===== src/rtl/shreg_var_pkg.sv =====
// Package for the programmable-depth SRL delay line (shreg_var_ff).
// Holds the control state encoding, the absolute depth ceiling and a helper
// that sizes the SRL32 cascade for a given maximum depth.
package shreg_var_pkg;

  typedef enum logic [1:0] {
    PURGE  = 2'd0,
    RUN    = 2'd1,
    DRAIN  = 2'd2,
    SWITCH = 2'd3
  } state_t;

  localparam int MAX_DEPTH_LIMIT = 64;
  localparam int SRL_SEG_LEN     = 32;

  // The output FF supplies the last stage, so the SRL only needs depth-1
  // cells; round that up to whole SRL32 segments.
  function automatic int srl_seg_count(input int depth);
    return (depth - 1 + SRL_SEG_LEN - 1) / SRL_SEG_LEN;
  endfunction

endpackage


===== src/rtl/srl_var_lane.sv =====
// One-bit cascaded SRL32 chain with an addressable tap.
//   CLK  : clock
//   ce   : shift enable
//   addr : tap address, 0 = newest cell (q is the input delayed addr+1 shifts)
//   d    : serial input
//   q    : combinational tap output
// NSEG (1 or 2) is the number of SRL32 segments; addr[5] selects the segment.
// Cells have no reset, matching the primitive.
module srl_var_lane
  import shreg_var_pkg::*;
#(
  parameter int NSEG = 1
) (
  input  logic       CLK,
  input  logic       ce,
  input  logic [5:0] addr,
  input  logic       d,
  output logic       q
);

  localparam int LEN = NSEG * SRL_SEG_LEN;

  logic [LEN-1:0] chain;

  always_ff @(posedge CLK) begin
    if (ce) chain <= {chain[LEN-2:0], d};
  end

  if (NSEG == 1) begin : g_one
    logic addr_hi_unused;
    assign addr_hi_unused = addr[5];
    assign q = chain[addr[4:0]];
  end else begin : g_two
    assign q = chain[addr];
  end

endmodule


===== src/rtl/shreg_var_ff.sv =====
// Enabled shift-register delay line with run-time programmable depth
// (2..MAX_DEPTH) built from cascaded SRL32 lanes plus one output register.
// Each word carries a valid tag; depth changes drain in-flight words first.
//   CLK, rst       : clock, synchronous active-high reset
//   en             : global enable for shifting, counting and the FSM
//   i, i_valid     : input word and qualifier; i_ready accepts in RUN only
//   o, o_valid     : registered delayed word and its tag (o holds last word)
//   depth_in/wr    : depth load request; depth_err is sticky on bad depth
//   depth_cur      : depth in effect; busy is high outside RUN
//   fill_cnt       : valid words inside the SRL section (o excluded)
//   o_perr         : sticky parity error, only with SHREG_VAR_PARITY_EN
// Optional build macro: SHREG_VAR_PARITY_EN adds an even-parity lane.
module shreg_var_ff
  import shreg_var_pkg::*;
#(
  parameter int               WIDTH     = 32,
  parameter int               MAX_DEPTH = 32,
  parameter int               DEPTH     = 2,
  parameter logic [WIDTH-1:0] INIT      = '0,
  parameter int               DEPTH_W   = 7
) (
  input  logic               CLK,
  input  logic               rst,
  input  logic               en,
  input  logic [WIDTH-1:0]   i,
  input  logic               i_valid,
  output logic               i_ready,
  output logic [WIDTH-1:0]   o,
  output logic               o_valid,
`ifdef SHREG_VAR_PARITY_EN
  output logic               o_perr,
`endif
  input  logic [DEPTH_W-1:0] depth_in,
  input  logic               depth_wr,
  output logic               depth_err,
  output logic [DEPTH_W-1:0] depth_cur,
  output logic               busy,
  output logic [DEPTH_W-1:0] fill_cnt
);

  localparam int NSEG = srl_seg_count(MAX_DEPTH);
`ifdef SHREG_VAR_PARITY_EN
  localparam int PAR_W = 1;
`else
  localparam int PAR_W = 0;
`endif
  localparam int LANES = WIDTH + 1 + PAR_W;
  localparam logic [DEPTH_W-1:0] PURGE_LAST = DEPTH_W'(MAX_DEPTH - 1);
  localparam logic [DEPTH_W-1:0] ONE        = DEPTH_W'(1);

  function automatic logic [DEPTH_W-1:0] fill_next(input logic [DEPTH_W-1:0] cnt,
                                                   input logic inc, input logic dec);
    logic [DEPTH_W-1:0] r;
    r = cnt;
    if (inc && !dec && cnt != '1)      r = cnt + ONE;
    else if (dec && !inc && cnt != '0) r = cnt - ONE;
    return r;
  endfunction

  state_t             state, state_nxt;
  logic [DEPTH_W-1:0] purge_cnt;
  logic [DEPTH_W-1:0] pend_depth;
  // After a depth switch, cells inside the new tap range may still hold
  // words that already left through the old tap. New words need depth-1
  // shifts to reach the tap, so the tag is ignored for that long.
  logic [DEPTH_W-1:0] mask_cnt;

  logic [LANES-1:0]   lane_d, lane_q;
  logic [5:0]         tap_addr;
  logic [WIDTH-1:0]   tap_data_p0;
  logic               tap_vld_p0;
  logic               depth_ok;
  logic               acc;

  assign acc      = i_valid & i_ready;
  assign depth_ok = (depth_in >= DEPTH_W'(2)) && (depth_in <= DEPTH_W'(MAX_DEPTH));
  assign tap_addr = 6'(depth_cur - DEPTH_W'(2));

`ifdef SHREG_VAR_PARITY_EN
  assign lane_d = {^i, acc, i};
`else
  assign lane_d = {acc, i};
`endif

  for (genvar g = 0; g < LANES; g++) begin : g_lane
    srl_var_lane #(.NSEG(NSEG)) u_lane (
      .CLK  (CLK),
      .ce   (en),
      .addr (tap_addr),
      .d    (lane_d[g]),
      .q    (lane_q[g])
    );
  end

  // ---- stage p0: SRL tap (combinational) ----
  assign tap_data_p0 = lane_q[WIDTH-1:0];
  assign tap_vld_p0  = lane_q[WIDTH] && (state != PURGE) && (mask_cnt == '0);

  always_ff @(posedge CLK) begin
    if (rst)     state <= PURGE;
    else if (en) state <= state_nxt;
  end

  always_comb begin
    state_nxt = state;
    i_ready   = 1'b0;
    busy      = 1'b1;
    case (state)
      PURGE:  if (purge_cnt == PURGE_LAST) state_nxt = RUN;
      RUN: begin
        i_ready = 1'b1;
        busy    = 1'b0;
        if (depth_wr && depth_ok && depth_in != depth_cur) state_nxt = DRAIN;
      end
      DRAIN:  if (fill_cnt == '0 && !tap_vld_p0) state_nxt = SWITCH;
      SWITCH: state_nxt = RUN;
      default: state_nxt = PURGE;
    endcase
  end

  always_ff @(posedge CLK) begin
    if (rst) begin
      purge_cnt  <= '0;
      depth_cur  <= DEPTH_W'(DEPTH);
      pend_depth <= DEPTH_W'(DEPTH);
      mask_cnt   <= '0;
      fill_cnt   <= '0;
      depth_err  <= 1'b0;
      o_valid    <= 1'b0;
    end else if (en) begin
      if (state == PURGE) purge_cnt <= purge_cnt + ONE;
      if (state == RUN && depth_wr) begin
        if (!depth_ok) depth_err  <= 1'b1;
        else           pend_depth <= depth_in;
      end
      if (state == SWITCH) begin
        depth_cur <= pend_depth;
        mask_cnt  <= pend_depth - ONE;
      end else if (mask_cnt != '0) begin
        mask_cnt  <= mask_cnt - ONE;
      end
      fill_cnt <= fill_next(fill_cnt, acc, tap_vld_p0);
      o_valid  <= tap_vld_p0;
    end
  end

  // ---- stage p1: output register ----
  always_ff @(posedge CLK) begin
    if (rst)                    o <= INIT;
    else if (en && tap_vld_p0) o <= tap_data_p0;
  end

`ifdef SHREG_VAR_PARITY_EN
  always_ff @(posedge CLK) begin
    if (rst) o_perr <= 1'b0;
    else if (en && tap_vld_p0 && (^{lane_q[WIDTH+1], tap_data_p0})) o_perr <= 1'b1;
  end
`endif

endmodule


===== config.mk =====
export PLATFORM = sky130hd
export DESIGN_NAME = shreg_var_ff
export DESIGN_NICKNAME = d
export VERILOG_FILES = /design/src/rtl/shreg_var_pkg.sv /design/src/rtl/srl_var_lane.sv /design/src/rtl/shreg_var_ff.sv
export SDC_FILE = /design/constraint.sdc
export NUM_CORES = 1
export LEC_CHECK = 0
export CAP_MARGIN = 20
export CELL_PAD_IN_SITES_DETAIL_PLACEMENT = 2
export CELL_PAD_IN_SITES_GLOBAL_PLACEMENT = 2
export CORE_UTILIZATION = 30
export CTS_CLUSTER_SIZE = 10
export DETAILED_ROUTE_END_ITERATION = 6
export DONT_BUFFER_PORTS = 1
export PLACE_DENSITY = 0.65
export SKIP_CTS_REPAIR_TIMING = 1
export SYNTH_ARGS = -nofsm -noshare
export SYNTH_HDL_FRONTEND = slang
export SYNTH_HIERARCHICAL = 1
export SYNTH_SLANG_ARGS = --single-unit

===== constraint.sdc =====
create_clock -name CLK -period 14 [get_ports CLK]
set_input_delay 2.8 -clock CLK [delete_from_list [all_inputs] [get_ports CLK]]
set_output_delay 2.8 -clock CLK [all_outputs]
set_load 0.01 [all_outputs]

[Word level (Yosys, flattened, before mapping)]
Cells that the tools add are included.
Operators by class
  add/subtract/negate cells: 6
  magnitude comparators: 3
  eq/ne operators: 9
  muxes and demuxes: 76
  bitwise logic cells: 2
  reductions and logical operators: 29
Operator list (number)
  $bmux 1 s5: 33
  $mux 1: 35
  $mux 7: 4
  $sub 7x1->7 const B: 3
  $add 7x1->7 const B: 2
  $logic_not 7->1: 2
  $reduce_bool 7->1: 2
  $logic_and 1x1->1: 12
  $pmux 2 s4: 1
  $reduce_and 2->1: 4
  $eq 7x5->1 const B: 1
  $ge 7x2->1 const B: 1
  $le 7x6->1 const B: 1
  $ne 7x7->1: 1
  $ne 7x7->1 const B: 1
  $lt 5x6->1 const B: 1
  $mux 2: 3
  $ne 2x2->1 const B: 3
  $reduce_and 3->1: 2
  $reduce_bool 2->1: 3
  $sub 5x2->5 const B: 1
  $eq 2x2->1 const B: 2
  $reduce_and 4->1: 1
  $eq 2x1->1 const B: 1
  4 further kinds: 5
Word-level totals
  flip-flop bits (word level): 1127
  input port bits: 44
  output and inout bits: 50
  word-level logic and storage cells: 167

[Logic depth before layout (Yosys ltp)]
  depth after elaboration: 10
  gate-level depth with buffers: 17

[Modules after synthesis]
Netlist, hierarchy kept.
By module, submodules not included
  srl_var_lane: times used 33, cells an instance 73, area each 1286.2 um^2, seq. area each 960.9 um^2
  shreg_var_ff: times used 1, cells an instance 421, area each 3437.0 um^2, seq. area each 1421.4 um^2

[Worst setup path after synthesis]
No wires, ideal clock.
  kind: register to register
  start: register depth_cur[1]
  end: register fill_cnt[6]
  library setup time: 0.121 ns
  data arrival time: 9.082 ns
  data required time: 13.879 ns
  setup slack: 4.797 ns
  stages on the path, launching flop included: 16
  buffers on the path: 0
  clock period less this slack: 9.203 ns
  cell sequence: dfxtp_1 > inv_1 > ha_1 > xor2_1 > nand4b_1 > a21oi_1 > a311o_1 > nand2b_1 > nor3_4 > nand2b_1 > fa_1 > a211oi_1 > o21ai_0 > a21oi_1 > mux2i_1 > mux2_2
On the way
  longest elaborated chain between the ends: 10
  elaborated cells on any way between the ends: 13
  those cells by class: add/sub: 1; mux: 3; reduce/logical: 9
RTL lines
  from (decl): RTL line shreg_var_ff.sv:36  | output logic [DEPTH_W-1:0] depth_cur,
  from (signal assigned): RTL line shreg_var_ff.sv:124  | depth_cur <= DEPTH_W'(DEPTH);
  from (signal assigned): RTL line shreg_var_ff.sv:137  | depth_cur <= pend_depth;
  $sub 5x2->5 *: RTL line shreg_var_ff.sv:77  | assign tap_addr = 6'(depth_cur - DEPTH_W'(2));
  net tap_addr[1]: RTL line shreg_var_ff.sv:69  | logic [5:0] tap_addr;
  $bmux 1 s5 *: RTL line srl_var_lane.sv:32  | assign q = chain[addr[4:0]];
  $mux 1 (not written as such) *: RTL line srl_var_lane.sv:32
  net lane_q[32]: RTL line shreg_var_ff.sv:68  | logic [LANES-1:0] lane_d, lane_q;
  $logic_and 1x1->1 * (2 in a row): RTL line shreg_var_ff.sv:97  | assign tap_vld_p0 = lane_q[WIDTH] && (state != PURGE) && (mask_cnt == '0);
  $logic_not 1->1: RTL line shreg_var_ff.sv:55  | if (inc && !dec && cnt != '1) r = cnt + ONE;
  $logic_and 1x1->1 (2 in a row): RTL line shreg_var_ff.sv:55
  $reduce_bool 2->1 (no source line)
  $reduce_and 2->1 (no source line)
  to (signal assigned): RTL line shreg_var_ff.sv:142  | fill_cnt <= fill_next(fill_cnt, acc, tap_vld_p0);
  to (decl): RTL line shreg_var_ff.sv:38  | output logic [DEPTH_W-1:0] fill_cnt
The timed path passes the listed nets; every way through them passes the cells marked *. The select of a mux whose other input is x is not followed.
A chain may end at the register's enable or synchronous reset.

[Worst setup path after layout]
  start: register depth_cur[0]
  end: register o[18]
On the way
  elaborated cells on any way between the ends: 8
  those cells by class: add/sub: 1; mux: 4; reduce/logical: 3
RTL lines
  $sub 5x2->5: RTL line shreg_var_ff.sv:77
  $bmux 1 s5: RTL line srl_var_lane.sv:32
  $mux 1 (not written as such): RTL line srl_var_lane.sv:32
  net lane_q[18]: RTL line shreg_var_ff.sv:68
  to (signal assigned): RTL line shreg_var_ff.sv:150  | else if (en && tap_vld_p0) o <= tap_data_p0;
  to (decl): RTL line shreg_var_ff.sv:28  | output logic [WIDTH-1:0] o,
The timed path passes the listed nets, and every way through them passes these cells. The select of a mux whose other input is x is not followed.

==> results.cfg <==
[run_status]
status = finished, violations left
violations = max-slew violations

[global_route]
grt_pass1_vias = 26400
grt_pass1_wl_mm = 158
overflow = 0
grt_use_total_pct = 13.1
grt_start_max_net_pins = 1076
grt_antenna_before_repair = 6

[setup_path]
worstPathCellList = buf_4, buf_4, buf_4, buf_4, mux2i_1, a22oi_1, nand4b_1, a21oi_1, a311o_1, nand2_1, a21oi_1
cp-start-kind = flop
critPathCaptureType = flop
critical_path_class = flop to flop
worstPathArrival_ps = 6180
crit_buf_inv = 4
critPathSlowestCell = dfxtp_4
cp_common_cell = buf_4
worstPathMaxFanout = 60
critical_path_required_ps = 14620
critPathMaxStageDelay_ps = 950
critPathTopFamily = buffers and inverters

[power_and_ir_drop]
ir_worst_vdd_uv = 122
cell_internal_pwr_mw = 5.83
p_leak_nw = 15.6
powerDensity_nw_per_um2 = 144
pwr-share-comb_pct = 2.9
switching_share_pct = 21.3
p_sw_mw = 1.58
power_mw = 7.41
seq_power_share_pct = 54.1
p_clk_share_pct = 43.0

[yosys]
syn_nets = 2884
yosys_warnings = 6
syn-instance-count = 2827
avgSynthCellArea_sq_um = 16.2
mappedNetlistArea_sq_um = 45900

[floorplanning]
die_x_microns = 393
row_count = 143
core_region_area_sq_um = 152000
start_util_pct = 30.2
die_height_microns = 393
design.die.area_sq_um = 154000
ios = 94

[clocking]
clk_latency_ps = 760
cts_buffers = 133
cts.sinks = 1127
cts.reportedPaths.clkPinSlew_ps = 60
cts-root-buf = clkbuf_16
cts_max_path_buffers = 3
cts_tree = built
htree_levels = 4

[finish]
layout-drive-gt1-share_pct = 6.28
antenna_cells = 0
area_delta_synth_final_pct = 12.3
num-nets-final = 2953
final_area_sq_um = 51500

[routing]
dr.first_iter.drc_count = 1460
drc_errors = 0
dr.pass1.iters = 5
routed_wl_mm = 101
antenna_left = 0
vias = 24400
wl_per_cell_microns = 20.2
viasPerCell = 4.85

[timing]
finalCritPeriodShare_pct = 39.7
setup_slack_ps = 8450
slew-limit-headroom_pct = -16.5
setup_violations = 0
whs_ps = 435
post-route-min-period_ps = 5550
rsz0062_at_grt = no
setup_tns_ps = 0
finClkSkew_ps = 30.8
maxSlewViolCount = 339
worst_pin_slew_ps = 1750
hold_violations = 0
max_freq_ghz = 0.180

[place]
place_ws_ps = 8340
dpl_cell_area_sq_um = 47500
post-dp-hpwl_mm = 55.8
placement.io_buffers = 0
gp_congestion = 0.717

[worst_hold_path]
hp-class = flop to flop

[run]
maxCapViolations = 0
worst register-to-register path: stages, from the launching register on:
cell,delay (ps)
dfxtp_4,950
buf_4,820
buf_4,840
buf_4,760
buf_4,950
mux2i_1,400
a22oi_1,110
nand4b_1,100
a21oi_1,60
a311o_1,320
nand2_1,70
a21oi_1,70
through the flow:
step                instances  util (%)
finish                   5023      33.9
global route             5023      33.9
CTS                      5019      33.8
detailed placement       4787      31.3
global placement         4787      31.3
floorplan                2827         -
metal layers:
metal | GRT usage (%) | wire length, microns | vias to the layer above
met3 | 3.22 | 4600 | 180
met2 | 19.8 | 45100 | 320
met1 | 18.2 | 49000 | 12600
met4 | 4.55 | 2390 | 10
met5 | 0 | 77 | -
li1 | - | - | 11200
path summary, 6_finish.rpt:
check                                    from                     endpoint  slack [ps]  cells after the start
setup reg to reg                 depth_cur[0]                        o[18]        8450                     11
hold / removal    g_lane[13].u_lane/chain[30]  g_lane[13].u_lane/chain[31]         430                      0
setup / recovery                 depth_cur[0]                        o[18]        8450                     11
hold reg to reg   g_lane[13].u_lane/chain[30]  g_lane[13].u_lane/chain[31]         430                      0
flip-flops by register name (all words and copies together), names as in the netlist:
signal               count
purge_cnt                7
state                    2
pend_depth               7
o_valid                  1
g_lane.u_lane/chain   1056
depth_cur                7
depth_err                1
mask_cnt                 7
o                       32
fill_cnt                 7
cell usage in the layout, fill, tap and decap left out, drive strengths merged, types with 5 or more instances in the layout:
| cell type | count |
|---|---|
| nand3 | 74 |
| and2b | 33 |
| ha | 12 |
| a311o | 33 |
| nand4b | 34 |
| edfxtp | 1056 |
| o21ai | 17 |
| nor2 | 53 |
| or3 | 6 |
| buf | 22 |
| nor4 | 5 |
| a22oi | 132 |
| mux2i | 545 |
| nor2b | 35 |
| a211oi | 37 |
| nand2 | 292 |
| a21oi | 158 |
| xor2 | 11 |
| clkbuf | 220 |
| nand2b | 39 |
| dfxtp | 71 |
| clkinv | 5 |
| inv | 18 |
| and2 | 35 |
| nor3 | 9 |
power by group through the flow:
stage / Sequential, mW / Clock [mW] / Combinational, mW
5_1_grt: 4.03 / 3.44 / 0.240
3_3_place_gp: 4.07 / 0 / 0.157
2_1_floorplan: 4.03 / 0 / 0.129
6_report: 4.01 / 3.19 / 0.214
4_1_cts: 4.01 / 3.32 / 0.162
3_5_place_dp: 4.08 / 0 / 0.161
final cells by class:
type	instances	area, sq um
flip-flops and latches	1127	33100
well taps	2030	2540
repair buffers	22	258
fillers	15300	100000
clock buffers	220	3800
clock inverters	12	119
inverters	11	48.8
multi-input cells	1601	11600
No activity file was read; power rests on OpenSTA's default activity.
